**config.mk**
```make
export PLATFORM = sky130hd
export DESIGN_NAME = spi_byte_sequencer_flat
export DESIGN_NICKNAME = d
export VERILOG_FILES = /design/src/rtl/spi_pkg.sv /design/src/rtl/spi_byte_sequencer_if.sv /design/src/rtl/spi_sync_fifo.sv /design/src/rtl/spi_byte_sequencer.sv /design/src/flat_wrapper.sv
export SDC_FILE = /design/constraint.sdc
export NUM_CORES = 1
export LEC_CHECK = 0
export BUFFER_PORTS_ARGS = -buffer_cell sky130_fd_sc_hd__clkbuf_2
export CAP_MARGIN = 15
export CELL_PAD_IN_SITES_DETAIL_PLACEMENT = 1
export CELL_PAD_IN_SITES_GLOBAL_PLACEMENT = 1
export CORE_ASPECT_RATIO = 0.9
export CORE_MARGIN = 3
export CORE_UTILIZATION = 50
export DETAILED_ROUTE_END_ITERATION = 6
export HOLD_SLACK_MARGIN = 0.02
export PLACE_DENSITY_LB_ADDON = 0.1
export REMOVE_ABC_BUFFERS = 1
export SLEW_MARGIN = 15
export SYNTH_ARGS = -nofsm -noshare
export SYNTH_HDL_FRONTEND = slang
export SYNTH_SLANG_ARGS = --single-unit
```
**constraint.sdc**
```tcl
create_clock -name clk -period 3.75 [get_ports clk]
set_input_delay 0.375 -clock clk [delete_from_list [all_inputs] [get_ports clk]]
set_output_delay 0.375 -clock clk [all_outputs]
set_load 0.1 [all_outputs]
```
**src/rtl/spi_pkg.sv**
```systemverilog
// Shared definitions for the SPI byte sequencer: byte width, sequencer states
// and a counter-width helper.
package spi_pkg;

    localparam int SPI_BYTE_W = 8;

    typedef enum logic [2:0] {
        IDLE      = 3'd0,
        ISSUE     = 3'd1,
        WAIT_BUSY = 3'd2,
        WAIT_DONE = 3'd3,
        CAPTURE   = 3'd4,
        GAP       = 3'd5
    } seq_state_e;

    // Bits needed to hold the values 0..max_val.
    function automatic int cnt_width(input int max_val);
        return (max_val < 2) ? 1 : $clog2(max_val + 1);
    endfunction

endpackage

```
**src/rtl/spi_byte_sequencer_if.sv**
```systemverilog
// Host byte streams plus the start/busy handshake towards the SPI master core.
interface spi_byte_sequencer_if;
    import spi_pkg::*;

    // tx_* and rx_* are valid/ready streams: a byte moves on every clock edge where
    // valid and ready are both high; valid must not wait on ready, and data is only
    // meaningful while valid is high. spi_start is a single-cycle pulse, spi_data_in
    // is held until the next start, spi_data_out is read when busy falls.
    logic                  tx_valid;
    logic                  tx_ready;
    logic [SPI_BYTE_W-1:0] tx_data;
    logic                  rx_valid;
    logic                  rx_ready;
    logic [SPI_BYTE_W-1:0] rx_data;
    logic                  spi_start;
    logic [SPI_BYTE_W-1:0] spi_data_in;
    logic                  spi_busy;
    logic [SPI_BYTE_W-1:0] spi_data_out;

    // master: the environment (host and SPI master core); slave: the sequencer.
    modport master (
        output tx_valid, tx_data, rx_ready, spi_busy, spi_data_out,
        input  tx_ready, rx_valid, rx_data, spi_start, spi_data_in
    );

    modport slave (
        input  tx_valid, tx_data, rx_ready, spi_busy, spi_data_out,
        output tx_ready, rx_valid, rx_data, spi_start, spi_data_in
    );

endinterface

```
**src/rtl/spi_sync_fifo.sv**
```systemverilog
// Synchronous show-ahead FIFO with valid/ready on both sides and a level output.
module spi_sync_fifo #(
    parameter int WIDTH = 8,
    parameter int DEPTH = 8
) (
    input  logic                   clk,
    input  logic                   rst_n,
    input  logic                   i_valid,
    output logic                   o_ready,
    input  logic [WIDTH-1:0]       i_data,
    output logic                   o_valid,
    input  logic                   i_ready,
    output logic [WIDTH-1:0]       o_data,
    output logic [$clog2(DEPTH):0] o_level
);

    localparam int AW = $clog2(DEPTH);

    logic [WIDTH-1:0] r_mem [DEPTH];
    logic [AW-1:0]    r_wr_ptr;
    logic [AW-1:0]    r_rd_ptr;
    logic [AW:0]      r_level;
    logic             w_push;
    logic             w_pop;

    assign o_ready = (r_level != (AW+1)'(DEPTH));
    assign o_valid = (r_level != '0);
    assign w_push  = i_valid & o_ready;
    assign w_pop   = o_valid & i_ready;
    // Head is forced to zero while empty so the output is clean after reset.
    assign o_data  = o_valid ? r_mem[r_rd_ptr] : '0;
    assign o_level = r_level;

    always_ff @(posedge clk) begin
        if (w_push) begin
            r_mem[r_wr_ptr] <= i_data;
        end
    end

    // Pointers wrap naturally because DEPTH is a power of two.
    always_ff @(posedge clk or negedge rst_n) begin
        if (!rst_n) begin
            r_wr_ptr <= '0;
            r_rd_ptr <= '0;
            r_level  <= '0;
        end else begin
            if (w_push) r_wr_ptr <= r_wr_ptr + 1'b1;
            if (w_pop)  r_rd_ptr <= r_rd_ptr + 1'b1;
            case ({w_push, w_pop})
                2'b10:   r_level <= r_level + 1'b1;
                2'b01:   r_level <= r_level - 1'b1;
                default: r_level <= r_level;
            endcase
        end
    end

endmodule

```
**src/rtl/spi_byte_sequencer.sv**
```systemverilog
// Feeds queued host bytes to the SPI master one transaction at a time and
// collects the returned bytes, with credit-based RX overflow protection.
module spi_byte_sequencer
    import spi_pkg::*;
#(
    parameter int FIFO_DEPTH  = 8,
    parameter int GAP_CYCLES  = 2,
    parameter int ACK_TIMEOUT = 8
) (
    input  logic                 clk,
    input  logic                 rst_n,
    spi_byte_sequencer_if.slave  bus,
    output logic                 seq_idle,
    output logic                 err_timeout,
    output seq_state_e           o_dbg_state
);

    localparam int LW     = $clog2(FIFO_DEPTH) + 1;
    localparam int WAIT_W = cnt_width(ACK_TIMEOUT);
    localparam int GAP_W  = cnt_width(GAP_CYCLES);

    seq_state_e            r_state;
    seq_state_e            w_next;

    logic                  w_tx_valid;
    logic [SPI_BYTE_W-1:0] w_tx_head;
    logic [LW-1:0]         w_tx_level;
    logic                  w_tx_pop;

    logic                  w_rx_space;
    logic                  w_rx_push;
    logic [LW-1:0]         w_rx_level;
    logic                  w_rx_latch;
    logic [SPI_BYTE_W-1:0] r_rx_byte;

    logic [WAIT_W-1:0]     r_wait_cnt;
    logic [GAP_W-1:0]      r_gap_cnt;
    logic                  w_timeout;
    logic                  w_gap_done;
    logic                  w_set_err;
    logic                  w_in_flight;
    logic                  w_credit_ok;

    logic                  r_spi_start;
    logic [SPI_BYTE_W-1:0] r_spi_data_in;
    logic                  r_err;

    spi_sync_fifo #(.WIDTH(SPI_BYTE_W), .DEPTH(FIFO_DEPTH)) u_tx_fifo (
        .clk     (clk),
        .rst_n   (rst_n),
        .i_valid (bus.tx_valid),
        .o_ready (bus.tx_ready),
        .i_data  (bus.tx_data),
        .o_valid (w_tx_valid),
        .i_ready (w_tx_pop),
        .o_data  (w_tx_head),
        .o_level (w_tx_level)
    );

    spi_sync_fifo #(.WIDTH(SPI_BYTE_W), .DEPTH(FIFO_DEPTH)) u_rx_fifo (
        .clk     (clk),
        .rst_n   (rst_n),
        .i_valid (w_rx_push),
        .o_ready (w_rx_space),
        .i_data  (r_rx_byte),
        .o_valid (bus.rx_valid),
        .i_ready (bus.rx_ready),
        .o_data  (bus.rx_data),
        .o_level (w_rx_level)
    );

    // A byte counts against RX space from the moment it is issued until captured.
    assign w_in_flight = (r_state == ISSUE) || (r_state == WAIT_BUSY) ||
                         (r_state == WAIT_DONE) || (r_state == CAPTURE);
    assign w_credit_ok = ({1'b0, w_rx_level} + (LW+1)'(w_in_flight)) < (LW+1)'(FIFO_DEPTH);
    assign w_timeout   = (r_wait_cnt == WAIT_W'(ACK_TIMEOUT - 1));
    assign w_gap_done  = (r_gap_cnt == GAP_W'(GAP_CYCLES - 1));

    always_ff @(posedge clk or negedge rst_n) begin
        if (!rst_n) r_state <= IDLE;
        else        r_state <= w_next;
    end

    always_comb begin
        w_next = r_state;
        case (r_state)
            IDLE:      if (w_tx_valid && w_credit_ok && !bus.spi_busy) w_next = ISSUE;
            ISSUE:     w_next = WAIT_BUSY;
            WAIT_BUSY: if (bus.spi_busy) w_next = WAIT_DONE;
                       else if (w_timeout) w_next = GAP;
            WAIT_DONE: if (!bus.spi_busy) w_next = CAPTURE;
            CAPTURE:   w_next = GAP;
            GAP:       if (w_gap_done) w_next = IDLE;
            default:   w_next = IDLE;
        endcase
    end

    always_comb begin
        w_tx_pop   = (r_state == ISSUE);
        w_rx_latch = (r_state == WAIT_DONE) && !bus.spi_busy;
        w_rx_push  = (r_state == CAPTURE) && w_rx_space;
        w_set_err  = (r_state == WAIT_BUSY) && !bus.spi_busy && w_timeout;
    end

    // Start and data are registered off the next state so the pulse lands in ISSUE.
    always_ff @(posedge clk or negedge rst_n) begin
        if (!rst_n) begin
            r_spi_start   <= 1'b0;
            r_spi_data_in <= '0;
            r_rx_byte     <= '0;
            r_wait_cnt    <= '0;
            r_gap_cnt     <= '0;
            r_err         <= 1'b0;
        end else begin
            r_spi_start <= (w_next == ISSUE);
            if ((r_state == IDLE) && (w_next == ISSUE)) r_spi_data_in <= w_tx_head;
            if (w_rx_latch) r_rx_byte <= bus.spi_data_out;
            r_wait_cnt <= (r_state == WAIT_BUSY) ? r_wait_cnt + 1'b1 : '0;
            r_gap_cnt  <= (r_state == GAP) ? r_gap_cnt + 1'b1 : '0;
            if (w_set_err) r_err <= 1'b1;
        end
    end

    assign bus.spi_start   = r_spi_start;
    assign bus.spi_data_in = r_spi_data_in;
    assign err_timeout     = r_err;
    assign seq_idle        = (r_state == IDLE) && (w_tx_level == '0);
    assign o_dbg_state     = r_state;

endmodule

```
**src/flat_wrapper.sv**
```systemverilog
// flat-port wrapper written by rule: the top's interface ports become plain ports
module spi_byte_sequencer_flat import spi_pkg::*;
#(
    parameter int FIFO_DEPTH  = 8,
    parameter int GAP_CYCLES  = 2,
    parameter int ACK_TIMEOUT = 8
)
  (clk, rst_n, seq_idle, err_timeout, o_dbg_state, bus_tx_valid, bus_tx_data, bus_rx_ready, bus_spi_busy, bus_spi_data_out, bus_tx_ready, bus_rx_valid, bus_rx_data, bus_spi_start, bus_spi_data_in);
  spi_byte_sequencer_if bus_i ();
  input  logic clk;
  input  logic rst_n;
  output logic seq_idle;
  output logic err_timeout;
  output seq_state_e o_dbg_state;
  input wire logic [$bits(bus_i.tx_valid)-1:0] bus_tx_valid;
  input wire logic [$bits(bus_i.tx_data)-1:0] bus_tx_data;
  input wire logic [$bits(bus_i.rx_ready)-1:0] bus_rx_ready;
  input wire logic [$bits(bus_i.spi_busy)-1:0] bus_spi_busy;
  input wire logic [$bits(bus_i.spi_data_out)-1:0] bus_spi_data_out;
  output wire logic [$bits(bus_i.tx_ready)-1:0] bus_tx_ready;
  output wire logic [$bits(bus_i.rx_valid)-1:0] bus_rx_valid;
  output wire logic [$bits(bus_i.rx_data)-1:0] bus_rx_data;
  output wire logic [$bits(bus_i.spi_start)-1:0] bus_spi_start;
  output wire logic [$bits(bus_i.spi_data_in)-1:0] bus_spi_data_in;
  assign bus_i.tx_valid = bus_tx_valid;
  assign bus_i.tx_data = bus_tx_data;
  assign bus_i.rx_ready = bus_rx_ready;
  assign bus_i.spi_busy = bus_spi_busy;
  assign bus_i.spi_data_out = bus_spi_data_out;
  assign bus_tx_ready = bus_i.tx_ready;
  assign bus_rx_valid = bus_i.rx_valid;
  assign bus_rx_data = bus_i.rx_data;
  assign bus_spi_start = bus_i.spi_start;
  assign bus_spi_data_in = bus_i.spi_data_in;
  spi_byte_sequencer #(.FIFO_DEPTH(FIFO_DEPTH), .GAP_CYCLES(GAP_CYCLES), .ACK_TIMEOUT(ACK_TIMEOUT)) u_core (.clk(clk), .rst_n(rst_n), .bus(bus_i), .seq_idle(seq_idle), .err_timeout(err_timeout), .o_dbg_state(o_dbg_state));
endmodule
```
Word level (Yosys, flattened, before mapping)
Memories as Yosys holds them, arrays and structs flattened. A register that Yosys moved wholly into a read port is not among the register bits.
Index checks and enable logic that the tools add are counted.
Widths: inputs -> output; s select.
{ "totals": {"regBits": 39, "ramBits": 128, "input_bits": 21, "out_inout_bits": 24, "elab_cells": 78, "n_memories": 2} }
{ "op_classes": {"n_addsub": 11, "magnitude_cmp": 1, "eq_ne": 14, "muxes": 15, "bitwise_logic": 4, "reduce_logical": 19} }
{ "memory_table": {"columns": ["name", "words", "width", "read_ports", "rd_clocked_by_memory_dff", "wr", "line", "text"], "rows": [
  ["u_core.u_rx_fifo.r_mem", 8, 8, 1, 0, 1, "spi_sync_fifo.sv:19", "logic [WIDTH-1:0] r_mem [DEPTH];"],
  ["u_core.u_tx_fifo.r_mem", 8, 8, 1, 1, 1, "spi_sync_fifo.sv:19", null]
]} }
{ "op_table": {"columns": ["cell", "count"], "rows": [
  ["$pmux 3 s6", 1],
  ["$pmux 4 s2", 2],
  ["$mux 3", 5],
  ["$add 3x1->3 const B", 4],
  ["$add 4x1->4 const B", 3],
  ["$logic_and 1x1->1", 8],
  ["$mux 8", 1],
  ["$ne 4x4->1 const B", 2],
  ["$reduce_bool 4->1", 2],
  ["$sub 4x1->4 const B", 2],
  ["$eq 2x1->1 const B", 3],
  ["$eq 3x1->1 const B", 2],
  ["$eq 3x2->1 const B", 2],
  ["$eq 3x3->1 const B", 2],
  ["$add 4x1->5", 1],
  ["$lt 5x4->1 const B", 1],
  ["$and 1x1->1", 4],
  ["$eq 2x2->1 const B", 2],
  ["$eq 4x3->1 const B", 1],
  ["$logic_not 4->1", 1],
  ["$mux 1", 4],
  ["$mux 4", 1],
  ["$reduce_bool 2->1", 2],
  ["$logic_not 3->1", 1],
  ["4 further kinds", 7]
]} }

Longest topological paths before layout
{ "logic_depth": {"depth_word": 12, "mapped_depth": 10, "depth_no_buf": 9} }

Hierarchy
A second synthesis with hierarchy kept.
{ "hier_totals": {"cells_unflattened": 402, "hier_area_um2": 7225.7} }
{ "by_module_without_submodules": {"columns": ["module", "n_inst", "cells_each", "area_each_um2", "seq_area_each_um2"], "rows": [
  ["spi_sync_fifo (u_core.u_rx_fifo)", 1, 160, 3078.0, 2172.1],
  ["spi_sync_fifo (u_core.u_tx_fifo)", 1, 160, 3036.7, 2172.1],
  ["spi_byte_sequencer", 1, 82, 1111.1, 675.6]
]} }

Least setup slack after synthesis
OpenSTA, ideal clock, no wires.
{ "synth_timing": {"path_type": "reg2out", "startpoint": "register u_core.r_state[1] (netlist: u_core.o_dbg_state[1])", "endpoint": "output seq_idle", "arrival_time_ns": 4.182, "required_time_ns": 3.375, "path_slack_ns": -0.807, "stages_incl_launch_ff": 3, "path_buffers": 1, "cell_sequence": "dfrtp_1 > buf_6 > nor4b_1"} }
{ "synth_via": {"elab_chain_len": 2} }
{ "synth_rtl": {"columns": ["item", "line", "text"], "rows": [
  ["start, declared", "spi_byte_sequencer.sv:22", "seq_state_e r_state;"],
  ["start signal, assigned", "spi_byte_sequencer.sv:81", "else r_state <= w_next;"],
  ["$logic_not 3->1", "spi_byte_sequencer.sv:127", "assign seq_idle = (r_state == IDLE) && (w_tx_level == '0);"],
  ["$logic_and 1x1->1", "spi_byte_sequencer.sv:127", null],
  ["end, declared", "flat_wrapper.sv:12", "output logic seq_idle;"]
]} }
Every way passes these cells.

Worst setup path after layout
{ "layout_timing": {"startpoint": "register u_core.u_rx_fifo.r_level[3] (netlist: u_core.u_rx_fifo.o_level[3])", "endpoint": "register u_core.u_rx_fifo.r_level[3] (netlist: u_core.u_rx_fifo.o_level[3])"} }
{ "layout_via": {"elab_chain_len": 5, "word_cells_on_any_way": 11, "cone_classes": "2 x add/sub; 3 x eq/ne; 1 x mux; 2 x bitwise; 3 x reduce/logical"} }
{ "layout_rtl": {"columns": ["item", "line", "text"], "rows": [
  ["start, declared", "spi_sync_fifo.sv:22", "logic [AW:0] r_level;"],
  ["start signal, assigned", "spi_sync_fifo.sv:50", "2'b10: r_level <= r_level + 1'b1;"],
  ["start signal, assigned", "spi_sync_fifo.sv:51", "2'b01: r_level <= r_level - 1'b1;"],
  ["start signal, assigned", "spi_sync_fifo.sv:52", "default: r_level <= r_level;"],
  ["$ne 4x4->1", "spi_sync_fifo.sv:26", "assign o_ready = (r_level != (AW+1)'(DEPTH));"],
  ["$logic_and 1x1->1", "spi_byte_sequencer.sv:101", "w_rx_push = (r_state == CAPTURE) && w_rx_space;"],
  ["$and 1x1->1", "spi_sync_fifo.sv:28", "assign w_push = i_valid & o_ready;"],
  ["$eq 2x1->1 or $eq 2x2->1 (tied branches)", "spi_sync_fifo.sv:49", "case ({w_push, w_pop})"],
  ["$pmux 4 s2 or $reduce_bool 2->1 (tied branches)", null, null]
]} }
Parallel ways exist; a longest one is shown, timed or not.
A chain may end at the register's enable or synchronous reset.

==> run metrics <==
status complete, no violations; DRC Markers 0; Fmax 0.347 GHz; Clock Skew 0.00997 ns; Via density 5.53; Clk Latency, worst-skew pair 0.42 ns; Yosys reg bits 175; Antenna Violating Nets Remaining 0; DRT Pass-1 Iters 4; post-route core utilization 59.5%; Fillers 1242; pre-CTS setup slack 0.875 ns; via count 3679; # rows 40; worst-margin pin slew 1.01 ns; layout cells sized above 1 28.2%; crit start category flop; Starting Density 52.4%; max-slew violations 0; final hold vios 0; hold path depth 2; Critical Path AT 3.19 ns; root buf cell clkbuf_16; Crit. End Element flop; CTS tree yes; CP max stage cell nor4_4; fin crit period 2.88 ns; Tcrit/Tclk final 76.8%; static leakage 2.96 nW; fin worst setup slack 0.870 ns; total wire length 13.8 mm; cts repair resizes 0; DIE HEIGHT 119 um; gpl congestion 0.771; syn_area_per_cell 17.4 sq um; Syn Inst Count 411; cell count of the worst reg-to-reg path 8; PD cells 914 nW/um^2; I/O pin cnt 45; detailed-placement wirelength estimate 8.66 mm; Max Buffers Root-to-Sink 2; Most used DFF post-synth edfxtp_1; worst path required time 4.06 ns; I/O Buffers 44; maximum vdd drop 613 uV; global-route wire length before repair 22.6 mm; total die area 15800 sq um; n_diodes 0; core area 13700 sq um; commonest cells after routing, fill and taps aside edfxtp_1 (128), dfrtp_1 (46), clkbuf_2 (44); Worst Hold Class input pin to flop; H-tree depth 4; CTS Sinks 175; Final nets 498; initial antenna violation count 0; Mapped Area 7160 sq um; post-synth cell types 45; area added between synthesis and finish 13.6%; Die Wd 132 um; vias in the first global route 3965; Seq/Total Area, Yosys 70.2%; commonest non-fill, non-tap cell in the layout edfxtp_1; Post-synth EDFFs 128; critical path type flop to flop; largest net degree at the start of global routing 33; total global-route track usage 19.1%; drt initial violations 218; total of max-cap violations 0; drt wl/cell 20.8 um; crit path cell chain nor4_4, inv_2, and2_4, ha_1, ha_1, a21oi_1, o21ai_0, o311ai_0; largest fanout on the critical path 9; # Post-CTS Setup Buffers 0; synthesis warning total 0; Largest stage delay, worst path 0.70 ns; CTS Hold Buffers Added 1; Final setup viols 0; Slew HR 32.5%; global route overflow 0; RSZ-0062 raised after global routing false; Post-synth ARST share 26.9%; CTS clk-pin slew, worst paths 0.07 ns; CP most frequent cell ha_1; TritonCTS buffer count 17
-- per-stage QoR --
stage	hold slack [ns]	instances	cell area (sq um)	TNS (ns)	power (mW)
2_1_floorplan	0.0794	396	7070	-0.741	5.17
3_3_place_gp	0.318	632	7560	0	5.75
3_5_place_dp	0.329	632	7560	0	5.83
4_1_cts	0.167	665	8130	0	7.52
5_1_grt	0.173	665	8130	0	7.83
6_report	0.185	665	8130	0	7.43
-- critical path: cells and delay by family (launching register included) --
family / cells / cell delay [ns]
buf+inv: 1 / 0.08
flops: 1 / 0.49
compound gates: 3 / 0.70
fa+ha+maj: 2 / 0.59
simple gates: 2 / 0.90
-- per-layer routing --
metal | global-route usage, % | wire, um | vias up
li1 | - | - | 1684
met1 | 24.6 | 6150 | 1935
met2 | 32.7 | 7110 | 50
met3 | 4.69 | 428 | 10
met4 | 5.51 | 138 | 0
met5 | 0 | 0 | -
-- state kept, by name, indices dropped and copies added (netlist names), 4 cells and up --
name,cells
u_core.u_tx_fifo.o_level,4
u_core.bus.spi_data_in,8
u_core.r_wait_cnt,4
u_core.u_rx_fifo.o_level,4
u_core.u_rx_fifo.r_mem,64
u_core.r_rx_byte,8
u_core.u_tx_fifo.r_mem,64
-- cells in the mapped netlist (4+ instances only) --
cell type / count / share of area [%]
dfrtp_1: 47 / 16
nand2_1: 16 / 0.84
nand2b_1: 8 / 0.70
mux2_2: 11 / 1.7
o21ai_0: 7 / 0.49
edfxtp_1: 128 / 54
mux2i_1: 18 / 2.5
xnor2_1: 7 / 0.86
nor3_1: 8 / 0.56
inv_1: 16 / 0.84
ha_1: 12 / 2.1
nand3_1: 4 / 0.28
a21oi_1: 11 / 0.77
nor2_1: 34 / 1.8
clkbuf_1: 4 / 0.21
xor2_1: 6 / 0.73
mux4_2: 32 / 10
-- path summary, 6_finish.rpt --
| path | from | endpoint | slack (ns) |
|---|---|---|---|
| setup reg to reg | u_core.u_rx_fifo.o_level[3] | u_core.u_rx_fifo.o_level[3] | 0.87 |
| min in group asynchronous | rst_n | u_core.u_rx_fifo.o_level[1] | 0.42 |
| hold reg to reg | u_core.r_gap_cnt[0] | u_core.r_gap_cnt[0] | 0.44 |
| max in group asynchronous | rst_n | u_core.u_tx_fifo.r_rd_ptr[1] | 2.46 |
| setup / recovery | u_core.u_rx_fifo.o_level[3] | u_core.u_rx_fifo.o_level[3] | 0.87 |
| hold / removal | bus_spi_data_out[0] | u_core.r_rx_byte[0] | 0.19 |
-- cells by family after synthesis --
kind of cell | synth area share (%)
DFF | 70.2
and+or+nand+nor | 6.54
muxes | 14.5
buffers and inverters | 2.12
AOI/OAI and AO/OA | 2.41
adders and majority gates | 2.66
xor gates and xnor gates | 1.59
-- final cells by class --
type	count	area [sq um]	area share, %
clock buffers	20	447	5.49
clock inverters	12	111	1.37
inverters	17	63.8	0.785
multi-input cells	204	2000	24.6
flip-flops and latches	175	5020	61.7
well taps	189	236	2.91
repair buffers	48	253	3.11
-- power breakdown --
group          total (mW)  switching [mW]  internal, mW
clock                1.67           0.729         0.936
sequential           3.06           0.520          2.54
combinational        2.70            1.83         0.873
total                7.43            3.08          4.35
(Power assumes the default switching activity.)
